<file path="src/rtl/serial_sub.sv">
// Bit-serial unsigned subtractor: a - b computed LSB first, one bit per clock,
// with a busy/done handshake and registered result and borrow outputs.
module serial_sub #(
    parameter int WIDTH = 8
) (
    input  logic             clk,
    input  logic             rst_n,
    input  logic             start,
    input  logic [WIDTH-1:0] a,
    input  logic [WIDTH-1:0] b,
    output logic             busy,
    output logic             done,
    output logic [WIDTH-1:0] differ,
    output logic             borrow
);

    localparam int CW = $clog2(WIDTH + 1);

    typedef enum logic [1:0] {IDLE, SHIFT, DONE} state_e;

    state_e           state_q, state_d;
    logic [WIDTH-1:0] a_q, a_d, b_q, b_d, res_q, res_d;
    logic [CW-1:0]    cnt_q, cnt_d;
    logic             bin_q, bin_d;
    logic             busy_q, busy_d, done_q, done_d, borrow_q, borrow_d;
    logic             accept, last_bit, d_bit, bout;

    // start is only honoured outside SHIFT, so a running operation cannot be disturbed
    assign accept   = (state_q != SHIFT) && start;
    assign last_bit = (cnt_q == CW'(WIDTH - 1));
    assign d_bit    = a_q[0] ^ b_q[0] ^ bin_q;
    assign bout     = (~a_q[0] & b_q[0]) | (~(a_q[0] ^ b_q[0]) & bin_q);

    // NOTE: sequential state uses non-blocking assignments so every register
    // samples the pre-edge values, independent of process ordering.
    always_ff @(posedge clk or negedge rst_n) begin
        if (!rst_n) state_q <= IDLE;
        else        state_q <= state_d;
    end

    always_comb begin
        state_d = state_q;
        case (state_q)
            IDLE:    if (accept) state_d = SHIFT;
            SHIFT:   if (last_bit) state_d = DONE;
            DONE:    state_d = accept ? SHIFT : IDLE;
            default: state_d = IDLE;
        endcase
    end

    // NOTE: every signal gets a default first, so no path leaves one
    // unassigned and no latch is inferred.
    always_comb begin
        a_d      = a_q;
        b_d      = b_q;
        res_d    = res_q;
        cnt_d    = cnt_q;
        bin_d    = bin_q;
        busy_d   = busy_q;
        done_d   = 1'b0;
        borrow_d = borrow_q;
        if (accept) begin
            a_d    = a;
            b_d    = b;
            bin_d  = 1'b0;
            cnt_d  = '0;
            busy_d = 1'b1;
        end else if (state_q == SHIFT) begin
            // shift/OR form keeps the MSB insertion legal for WIDTH = 1
            res_d = (res_q >> 1) | (WIDTH'(d_bit) << (WIDTH - 1));
            a_d   = a_q >> 1;
            b_d   = b_q >> 1;
            bin_d = bout;
            cnt_d = cnt_q + CW'(1);
            if (last_bit) begin
                busy_d   = 1'b0;
                done_d   = 1'b1;
                borrow_d = bout;
            end
        end
    end

    always_ff @(posedge clk or negedge rst_n) begin
        if (!rst_n) begin
            a_q      <= '0;
            b_q      <= '0;
            res_q    <= '0;
            cnt_q    <= '0;
            bin_q    <= 1'b0;
            busy_q   <= 1'b0;
            done_q   <= 1'b0;
            borrow_q <= 1'b0;
        end else begin
            a_q      <= a_d;
            b_q      <= b_d;
            res_q    <= res_d;
            cnt_q    <= cnt_d;
            bin_q    <= bin_d;
            busy_q   <= busy_d;
            done_q   <= done_d;
            borrow_q <= borrow_d;
        end
    end

    assign busy   = busy_q;
    assign done   = done_q;
    assign differ = res_q;
    assign borrow = borrow_q;

endmodule

</file>
<file path="config.mk">
export PLATFORM = sky130hd
export DESIGN_NAME = serial_sub
export DESIGN_NICKNAME = d
export VERILOG_FILES = /design/src/rtl/serial_sub.sv
export SDC_FILE = /design/constraint.sdc
export NUM_CORES = 1
export LEC_CHECK = 0
export BUFFER_PORTS_ARGS = -buffer_cell sky130_fd_sc_hd__buf_2
export CAP_MARGIN = 20
export CORE_ASPECT_RATIO = 0.5
export CORE_MARGIN = 2
export CORE_UTILIZATION = 40
export CTS_CLUSTER_DIAMETER = 150
export DETAILED_ROUTE_END_ITERATION = 10
export PLACE_DENSITY = 0.67
export SLEW_MARGIN = 20
export SYNTH_ARGS = -nofsm -noshare
export SYNTH_HDL_FRONTEND = slang
export SYNTH_SLANG_ARGS = --single-unit
</file>
<file path="constraint.sdc">
create_clock -name clk -period 1.2 [get_ports clk]
set_input_delay 0.06 -clock clk [delete_from_list [all_inputs] [get_ports clk]]
set_output_delay 0.06 -clock clk [all_outputs]
set_load 0.03 [all_outputs]
</file>
## Yosys cells after proc, flatten, opt, wreduce, memory -nomap -nowiden

Cells that the tools add are included.

- Add/subtract/negate cells: 1
- Eq/ne operators: 6
- Muxes and demuxes: 18
- Reductions and logical operators: 8
- Bitwise operators: 9

Operators by type and width:

| operator | count |
|---|---|
| 2-to-1 mux 8 bit | 4 |
| 2-to-1 mux 1 bit | 9 |
| 2-to-1 mux 4 bit | 2 |
| bitwise OR 7 x 8 -> 8 bit | 1 |
| one-hot mux 2 bit (3 select lines) | 1 |
| AND reduction 2 bit | 3 |
| adder 4 x 1 -> 4 bit (second input constant) | 1 |
| == test 4 x 3 -> 1 bit (second input constant) | 1 |
| 2-to-1 mux 2 bit | 2 |
| != test 2 bit (second input constant) | 2 |
| nonzero test 2 bit | 2 |
| inverter 1 bit | 3 |
| AND reduction 3 bit | 1 |
| AND 1 bit | 2 |
| == test 2 x 1 -> 1 bit (second input constant) | 1 |
| == test 2 bit (second input constant) | 1 |
| zero test 2 bit | 1 |
| != test 2 x 1 -> 1 bit (second input constant) | 1 |
| XOR 1 bit | 2 |
| logical AND 1 bit | 1 |
| bitwise OR 1 bit | 1 |

- Input bits: 19
- Output and inout bits: 11
- Logic and storage cells: 51
- Flip-flop bits (word level): 34

## Depth between registers and ports, before layout

Gate-level depths: netlist of run 1.

- Word-level depth: 6
- Gate-level depth with buffers: 5
- Gate-level depth less buffers: 4

## Worst setup path after synthesis of run 1

OpenSTA, ideal clock, no wires.

- Path type: register to register
- From: register cnt_q[0]
- To: register borrow_q, in the netlist borrow
- Arrival time: 1049 ps
- Library setup time: 124 ps
- Period minus slack after synthesis: 1173 ps
- Buffers on the path: 0
- Stages on the path, launching flop included: 5
- Slack: 27 ps
- Data required time: 1076 ps
- Cells stage by stage: dfrtp_1 > ha_1 > and3b_1 > and2_4 > mux2i_1

- Word-level cells in the longest chain between the ends: 2

Ends and longest elaborated chain:

| item | line | source |
|---|---|---|
| from (decl) | 23 | `logic [CW-1:0] cnt_q, cnt_d;` |
| from (signal assigned) | 97 | `cnt_q <= cnt_d;` |
| == test 4 x 3 -> 1 bit | 30 | `assign last_bit = (cnt_q == CW'(WIDTH - 1));` |
| AND reduction 3 bit (no line) | - |  |
| to (signal assigned) | 101 | `borrow_q <= borrow_d;` |
| to (decl) | 25 | `logic busy_q, busy_d, done_q, done_d, borrow_q, borrow_d;` |

No other way between the ends.
A chain may end at the register's enable or synchronous reset.

## Worst setup path after layout of run 1

- From: register cnt_q[1]
- To: register borrow_q, in the netlist borrow

The elaborated chain is that of the path after synthesis.

==> results of run 1 <==
-- logic make-up after synthesis --
family / after synthesis / synth area share, %
adder cells (fa/ha/maj): 2 / 2.16
AND/OR/NAND/NOR: 52 / 14.6
XOR/XNOR: 1 / 0.583
AO/OA/AOI/OAI: 20 / 6.83
multiplexers: 19 / 13.8
buffers and inverters: 14 / 5.41
flip-flops: 34 / 56.6
-- path summary, 6_finish.rpt --
| kind | endpoint | slack [ns] | depth (start not counted) |
|---|---|---|---|
| setup / recovery | borrow | 0.01 | 4 |
| hold reg to reg | differ[0] | 0.47 | 2 |
| min in group asynchronous | a_q[5] | 0.33 | 3 |
| hold / removal | b_q[7] | 0.03 | 3 |
| setup reg to reg | borrow | 0.01 | 4 |
| max in group asynchronous | a_q[6] | 0.56 | 3 |
-- state kept, by name, indices dropped and copies added, names as in the netlist --
signal / cells
a_q: 8
b_q: 8
differ: 8
cnt_q: 4
state_q: 2
bin_q: 1
borrow: 1
busy: 1
done: 1
-- per-layer routing --
| layer | GRT usage, % | part of all wire (%) |
|---|---|---|
| met1 | 16.7 | 46 |
| met2 | 23.4 | 47 |
| met3 | 4.65 | 4.0 |
| met4 | 9.23 | 2.4 |
| met5 | 0 | 0 |
-- per-stage QoR --
step,power (mW),cell area (um2)
6_report,4.69,1860
3_5_place_dp,3.78,1720
5_1_grt,5.06,1860
4_1_cts,4.69,1830
3_3_place_gp,3.70,1720
2_1_floorplan,3.26,1500
-- what timing repair did --
action / in CTS / in global routing
pin swaps: 0 / 1
setup buffers: 1 / 3
hold buffers: 1 / 0
resized for setup: 1 / 2
endpoints found under the setup margin: 2 / 9
hold endpoints to repair: 34 / 0
-- critical path, stage by stage (launching register included) --
cell and delay [ns]:
dfrtp_1 0.39, ha_2 0.19, and3b_2 0.22, and2_4 0.17, mux2i_1 0.11
-- synthesized netlist by cell type (2+ instances only) --
| library cell | count | area (um2) |
|---|---|---|
| o21ai_1 | 9 | 45.0 |
| buf_6 | 2 | 22.5 |
| buf_2 | 5 | 25.0 |
| nand2_1 | 41 | 154 |
| mux2i_1 | 17 | 170 |
| nand3_1 | 4 | 20.0 |
| o21ai_0 | 9 | 45.0 |
| dfrtp_1 | 34 | 851 |
| inv_1 | 5 | 18.8 |
| o22ai_1 | 2 | 12.5 |
| buf_4 | 2 | 15.0 |
| nor2_1 | 2 | 7.51 |
-- layout make-up --
type,instances,area (um2),share of cell area [%]
Clock buffer,7,86.3,4.65
Clock inverter,1,5.00,0.270
Inverter,5,18.8,1.01
Multi-Input combinational cell,94,576,31.0
Sequential cell,34,851,45.9
Tap cell,51,63.8,3.44
Timing Repair Buffer,40,255,13.8
-- where the power goes --
group	switching (mW)	internal, mW	leakage [nW]
clock	0.396	0.462	0.0482
sequential	0.275	1.62	0.430
combinational	1.14	0.798	0.482
-- placed cells by master (no fill, tap or decap), types with 2 or more instances in the layout --
cell / instances
o21ai_1: 9
clkbuf_8: 6
dfrtp_1: 34
o21ai_0: 9
nor2_1: 2
nand2_1: 41
nand3_1: 4
buf_12: 2
inv_1: 5
buf_4: 8
buf_2: 29
mux2i_1: 17
o22ai_1: 2
==> impl_metrics.yaml, run 1 <==
clocking:
  htreeDepth: 2
  tritoncts: "yes"
  path_clk_slew_ns: 0.07
  clock_path_buffers: 2
  clock-sinks: 34
  cts_made_buffers: 5
  cts.root.buffer_cell: "clkbuf_8"
  worstSkewPairLatency_ns: 0.28
detailed_routing:
  wirelength_mm: 2.71
  routedWlPerCell_um: 11.7
  drc: 0
  ant_nets: 0
  route.vias.total: 1064
  drtIter0Drc: 41
  dr.pass1.iters: 4
  vias_per_cell: 4.59
logic_synthesis:
  yosysUniqueCellTypes: 22
  synth_fp_nets: 163
  syn_avg_cell_area_um2: 10.6
  synthFlopType: "dfrtp_1"
  synth_warnings: 0
  synth-async-reset-ratio_pct: 100
  syn_area_um2: 1500
  synth_seq_cells: 34
  ys_seq_area_share_pct: 56.6
  syn_inst: 142
  synth_enable_flop_cells: 0
sta:
  grt_setup_unrepaired: "true"
  tightest_slew_ns: 0.425
  setup_ws_ns: 0.0112
  clock.fmax_mhz: 841
  skew_ns: 0.00328
  post-route-period-util_pct: 99.1
  max_slew_margin_pct: 71.6
  setup_viol: 0
  tns_ns: 0
  hold_ws_ns: 0.0341
  timing.final.crit_period_ns: 1.19
  finalHoldViolCount: 0
  finalMaxSlewViolations: 0
die:
  start_util_pct: 42.8
  fp.coreArea_um2: 3510
  die_x_um: 90.7
  ios: 30
  std_cell_rows: 15
  die_h_um: 47.3
  dieArea_um2: 4290
finish:
  syn_to_final_growth_pct: 23.5
  postLayoutCoreUtil_pct: 52.9
  drive_gt1_share_pct: 28.7
  n_antenna_cell: 0
  nNetsFinal: 201
  final_cells: 232
  fillers: 344
placement:
  pre_cts_ws_ns: -0.0606
  gp_congestion: 0.725
  io_buffers: 29
  post-dp-hpwl_mm: 1.88
  place_inst: 219
power:
  power.leakage_nw: 0.960
  powerDensity_nw_per_um2: 2530
  max-vdd-ir-drop_v: 0.000639
worst_setup_path:
  cp_max_fo: 3
  r2r_start: "cnt_q[1]"
  cp-startpoint: "cnt_q[1]"
  arrival_ns: 1.36
  critPathCaptureType: "flip-flop"
  path_class: "reg2reg"
  critPathLaunchType: "flip-flop"
  required_ns: 1.37
global_route:
  grt_pass1_wl_mm: 4.44
  grt_use_total_pct: 14.1
  grt_pass1_vias: 974
  antenna_found_initial: 0
  grt_max_degree: 35
  gr-total-overflow: 0
worst_hold_path:
  hold_start: "b[7]"
  hp-class: "in2reg"
run_status:
  status: "completed"
flow_run:
  cap_viol_max_count: 0
No activity file was read; power rests on OpenSTA's default activity.
==> inputs of run 2 (changes only) <==
- BUFFER_PORTS_ARGS: -buffer_cell sky130_fd_sc_hd__buf_2 -> default
- DONT_BUFFER_PORTS: default -> 1
- PLACE_DENSITY: 0.67 -> 0.62
==> impl_metrics.yaml, run 2 (synthesis gave the netlist of run 1 again) <==
run_status:
  status: "finished with violations"
  violations: "hold timing"
finish:
  final_area_um2: 1870
  seq_area_um2: 851
  nNetsFinal: 187
  n_antenna_cell: 0
  layout_commonest_cell: "nand2_1"
  fillers: 319
  layout_common_cells: "nand2_1 (41), dfrtp_1 (34), mux2i_1 (17)"
  multiInputGateArea_um2: 574
  drive_gt1_share_pct: 12.6
  syn_to_final_growth_pct: 24.4
die:
  fp.coreArea_um2: 3510
  std_cell_rows: 15
  start_util_pct: 42.8
  dieArea_um2: 4290
  die_x_um: 90.7
  die_h_um: 47.3
  ios: 30
sta:
  setup_viol: 0
  finalMaxSlewViolations: 0
  grt_setup_unrepaired: "false"
  hold_ws_ns: -0.00733
  timing.final.crit_period_ns: 1.14
  clock.fmax_mhz: 874
  skew_ns: 0.00487
  max_slew_margin_pct: 77.8
  setup_ws_ns: 0.0554
  post-route-period-util_pct: 95.4
  tns_ns: 0
  finalHoldViolCount: 3
  tightest_slew_ns: 0.333
placement:
  placed_cell_area_um2: 1560
  gp_congestion: 0.736
  pre_cts_ws_ns: 0.0114
  post-dp-hpwl_mm: 1.81
  io_buffers: 0
global_route:
  grt_max_degree: 35
  grt_pass1_wl_mm: 4.73
  grt_pass1_vias: 1076
  grt_use_total_pct: 14.7
  antenna_found_initial: 0
  gr-total-overflow: 0
clocking:
  clock-sinks: 34
  path_clk_slew_ns: 0.07
  cts.root.buffer_cell: "clkbuf_8"
  htreeDepth: 2
  cts_made_buffers: 5
  tritoncts: "yes"
  worstSkewPairLatency_ns: 0.28
  clock_path_buffers: 2
power:
  pwr-share-clk_pct: 21.5
  p_sw_share_pct: 37.7
  powerDensity_nw_per_um2: 2520
  pwr-share-comb_pct: 32.5
  max-vdd-ir-drop_v: 0.000747
  p_switching_mw: 1.78
  p_seq_share_pct: 46.0
  power.leakage_nw: 0.905
  p_int_mw: 2.93
worst_hold_path:
  hold_depth: 2
  hp-class: "in2reg"
worst_setup_path:
  required_ns: 1.36
  cp_max_fo: 3
  critPathLaunchType: "flip-flop"
  r2r_cells: 4
  arrival_ns: 1.31
  critPathCaptureType: "flip-flop"
  path_class: "reg2reg"
detailed_routing:
  route.vias.total: 1030
  ant_nets: 0
  routedWlPerCell_um: 12.9
  drc: 0
  drtIter0Drc: 45
  wirelength_mm: 2.82
  vias_per_cell: 4.72
  dr.pass1.iters: 4
flow_run:
  cap_viol_max_count: 0
## run 2: final timing paths
path,start,endpoint,slack (ns)
max reg2reg,cnt_q[1],borrow,0.06
min,start,b_q[3],-0.007
min reg2reg,b_q[7],b_q[6],0.49
min in group asynchronous,rst_n,a_q[3],0.23
max in group asynchronous,rst_n,differ[1],0.79
max,cnt_q[1],borrow,0.06
## run 2: power groups by stage
| stage | clock, mW | sequential, mW | combinational [mW] |
|---|---|---|---|
| 5_1_grt | 1.09 | 2.23 | 1.75 |
| 2_1_floorplan | 0 | 2.18 | 1.07 |
| 6_report | 1.01 | 2.16 | 1.53 |
| 4_1_cts | 1.04 | 2.16 | 1.50 |
| 3_3_place_gp | 0 | 2.17 | 1.37 |
| 3_5_place_dp | 0 | 2.18 | 1.42 |
## run 2: layer usage
layer / up-vias / track usage [%] / share of wire [%] / wire length (um)
li1: 510 / - / - / -
met2: 23 / 25.1 / 46 / 1290
met1: 495 / 17.2 / 48 / 1370
met5: - / 0 / 0 / 0
met4: 0 / 6.77 / 0.75 / 21
met3: 2 / 6.10 / 4.8 / 135
## run 2: repair_timing
action	CTS	global route
setup buffers	1	0
gates cloned	0	0
gates resized for setup	0	4
endpoints found under the hold margin	48	4
endpoints found under the setup margin	1	14
hold buffers	16	1
## run 2: final cells by class
cell class	count	area share (%)
clock inverters	1	1.61
well taps	51	3.41
inverters	5	1.00
multi-input cells	94	30.7
flip-flops and latches	34	45.5
clock buffers	7	4.08
repair buffers	26	13.7
## run 2: metrics by stage
step / total power, mW / utilization (%) / instances
6_report: 4.71 / 53.3 / 218
5_1_grt: 5.07 / 53.3 / 218
4_1_cts: 4.71 / 52.7 / 217
3_5_place_dp: 3.60 / 44.6 / 192
3_3_place_gp: 3.54 / 44.6 / 192
2_1_floorplan: 3.26 / - / 142
## run 2: critical path: stages, from the launching register on
cell and delay, ns:
dfrtp_1 0.39, ha_2 0.18, and3b_1 0.19, and2_4 0.16
mux2i_1 0.11
==> inputs of run 3 (changes only) <==
- CTS_BUF_LIST: default -> sky130_fd_sc_hd__clkbuf_8 sky130_fd_sc_hd__clkbuf_16
- MAX_ROUTING_LAYER: default -> met4
==> impl_metrics.yaml, run 3 (synthesis gave the netlist of run 1 again) <==
clocking:
  clock_path_buffers: 2
  tritoncts: "yes"
  clock-sinks: 34
  htreeDepth: 2
  cts.root.buffer_cell: "clkbuf_8"
  worstSkewPairLatency_ns: 0.28
  path_clk_slew_ns: 0.07
  cts_made_buffers: 5
worst_hold_path:
  hold_depth: 2
  hp-class: "in2reg"
  min_to: "b_q[3]"
  hold_start: "start"
die:
  die_h_um: 47.3
  ios: 30
  fp.coreArea_um2: 3510
  dieArea_um2: 4290
  start_util_pct: 42.8
  std_cell_rows: 15
  die_x_um: 90.7
detailed_routing:
  routedWlPerCell_um: 12.9
  dr.pass1.iters: 4
  drtIter0Drc: 45
  ant_nets: 0
  wl_met3_um: 111
  wirelength_mm: 2.82
  drc: 0
  met1_length_mm: 1.39
  route.vias.total: 1030
  vias_per_cell: 4.72
  met2_length_mm: 1.29
  top_layer: "met4"
global_route:
  grt_pass1_vias: 1076
  grt_max_degree: 35
  grt_use_total_pct: 15.3
  antenna_found_initial: 0
  gr-total-overflow: 0
  grt_pass1_wl_mm: 4.73
finish:
  multiInputGateArea_um2: 574
  layout_commonest_cell: "nand2_1"
  final_cells: 218
  drive_gt1_share_pct: 12.6
  n_antenna_cell: 0
  nNetsFinal: 187
  fillers: 319
  seq_area_um2: 851
  syn_to_final_growth_pct: 24.4
  layout_common_cells: "nand2_1 (41), dfrtp_1 (34), mux2i_1 (17)"
run_status:
  status: "finished with violations"
  violations: "hold timing"
sta:
  timing.final.crit_period_ns: 1.15
  clock.fmax_mhz: 873
  tns_ns: 0
  finalMaxSlewViolations: 0
  skew_ns: 0.00518
  setup_viol: 0
  tightest_slew_ns: 0.333
  hold_ws_ns: -0.00805
  max_slew_margin_pct: 77.8
  post-route-period-util_pct: 95.4
  grt_setup_unrepaired: "false"
  finalHoldViolCount: 3
power:
  total_power_mw: 4.69
  max-vdd-ir-drop_v: 0.000748
  powerDensity_nw_per_um2: 2510
  power.leakage_nw: 0.914
worst_setup_path:
  worstReg2RegEnd: "borrow"
  required_ns: 1.36
  timing.reg2reg.setup_slack_ns: 0.05
  r2r_cells: 4
  r2r_start: "cnt_q[1]"
  critPathLaunchType: "flip-flop"
  critPathCaptureType: "flip-flop"
  cp_max_fo: 3
  path_class: "reg2reg"
  arrival_ns: 1.31
placement:
  gp_congestion: 0.745
  post-dp-hpwl_mm: 1.81
  place_inst: 192
  io_buffers: 0
flow_run:
  cap_viol_max_count: 0
-- run 3: cell types whose count changed in the layout (fill, tap and decap cells not counted) --
cell,previous run,this run
clkbuf_1,2,0
inv_1,5,7
-- run 3: critical path, cell delays in order (launching register included) --
cell,delay (ns)
dfrtp_1,0.39
ha_2,0.18
and3b_1,0.19
and2_4,0.16
mux2i_1,0.11
-- run 3: layout make-up --
cell class | instances | share of cell area (%)
Sequential cell | 34 | 45.5
Multi-Input combinational cell | 94 | 30.7
Timing Repair Buffer | 26 | 13.7
Clock buffer | 5 | 3.68
Tap cell | 51 | 3.41
Clock inverter | 3 | 2.01
Inverter | 5 | 1.00
-- run 3: layer usage --
layer  GRT usage [%]  up-vias
met2            25.1       23
met1            17.5      495
met3            5.62        2
met5               -        -
li1                -      510
met4            6.77        0
-- run 3: what timing repair did --
action / in CTS / in global routing
hold endpoints to repair: 48 / 4
setup endpoints to repair: 1 / 14
pin swaps: 0 / 0
gates resized for setup: 0 / 4
setup buffers: 1 / 0
hold buffers: 16 / 1
-- run 3: worst max-delay path by stage --
stage	from	endpoint	cells past startpoint
floorplan	cnt_q[0]	borrow	4
global placement	cnt_q[0]	borrow	4
detailed placement	cnt_q[0]	borrow	4
CTS	cnt_q[0]	borrow	4
global route	cnt_q[1]	borrow	4
finish	cnt_q[1]	borrow	4
-- run 3: power breakdown --
part	leakage (nW)	switching, mW	internal (mW)
Sequential	0.430	0.552	1.61
Clock	0.0607	0.394	0.604
Combinational	0.422	0.831	0.699
Total	0.914	1.78	2.92
-- run 3: per-stage QoR --
| stage | setup WS, ns | util (%) | instance area, um2 |
|---|---|---|---|
| after floorplan | 0.0271 | - | 1500 |
| after global routing | 0.0113 | 53.3 | 1870 |
| after CTS | 0.0151 | 52.7 | 1850 |
| final | 0.0549 | 53.3 | 1870 |
| after detailed placement | 0.0114 | 44.6 | 1560 |
| after global placement | 0.0343 | 44.6 | 1560 |
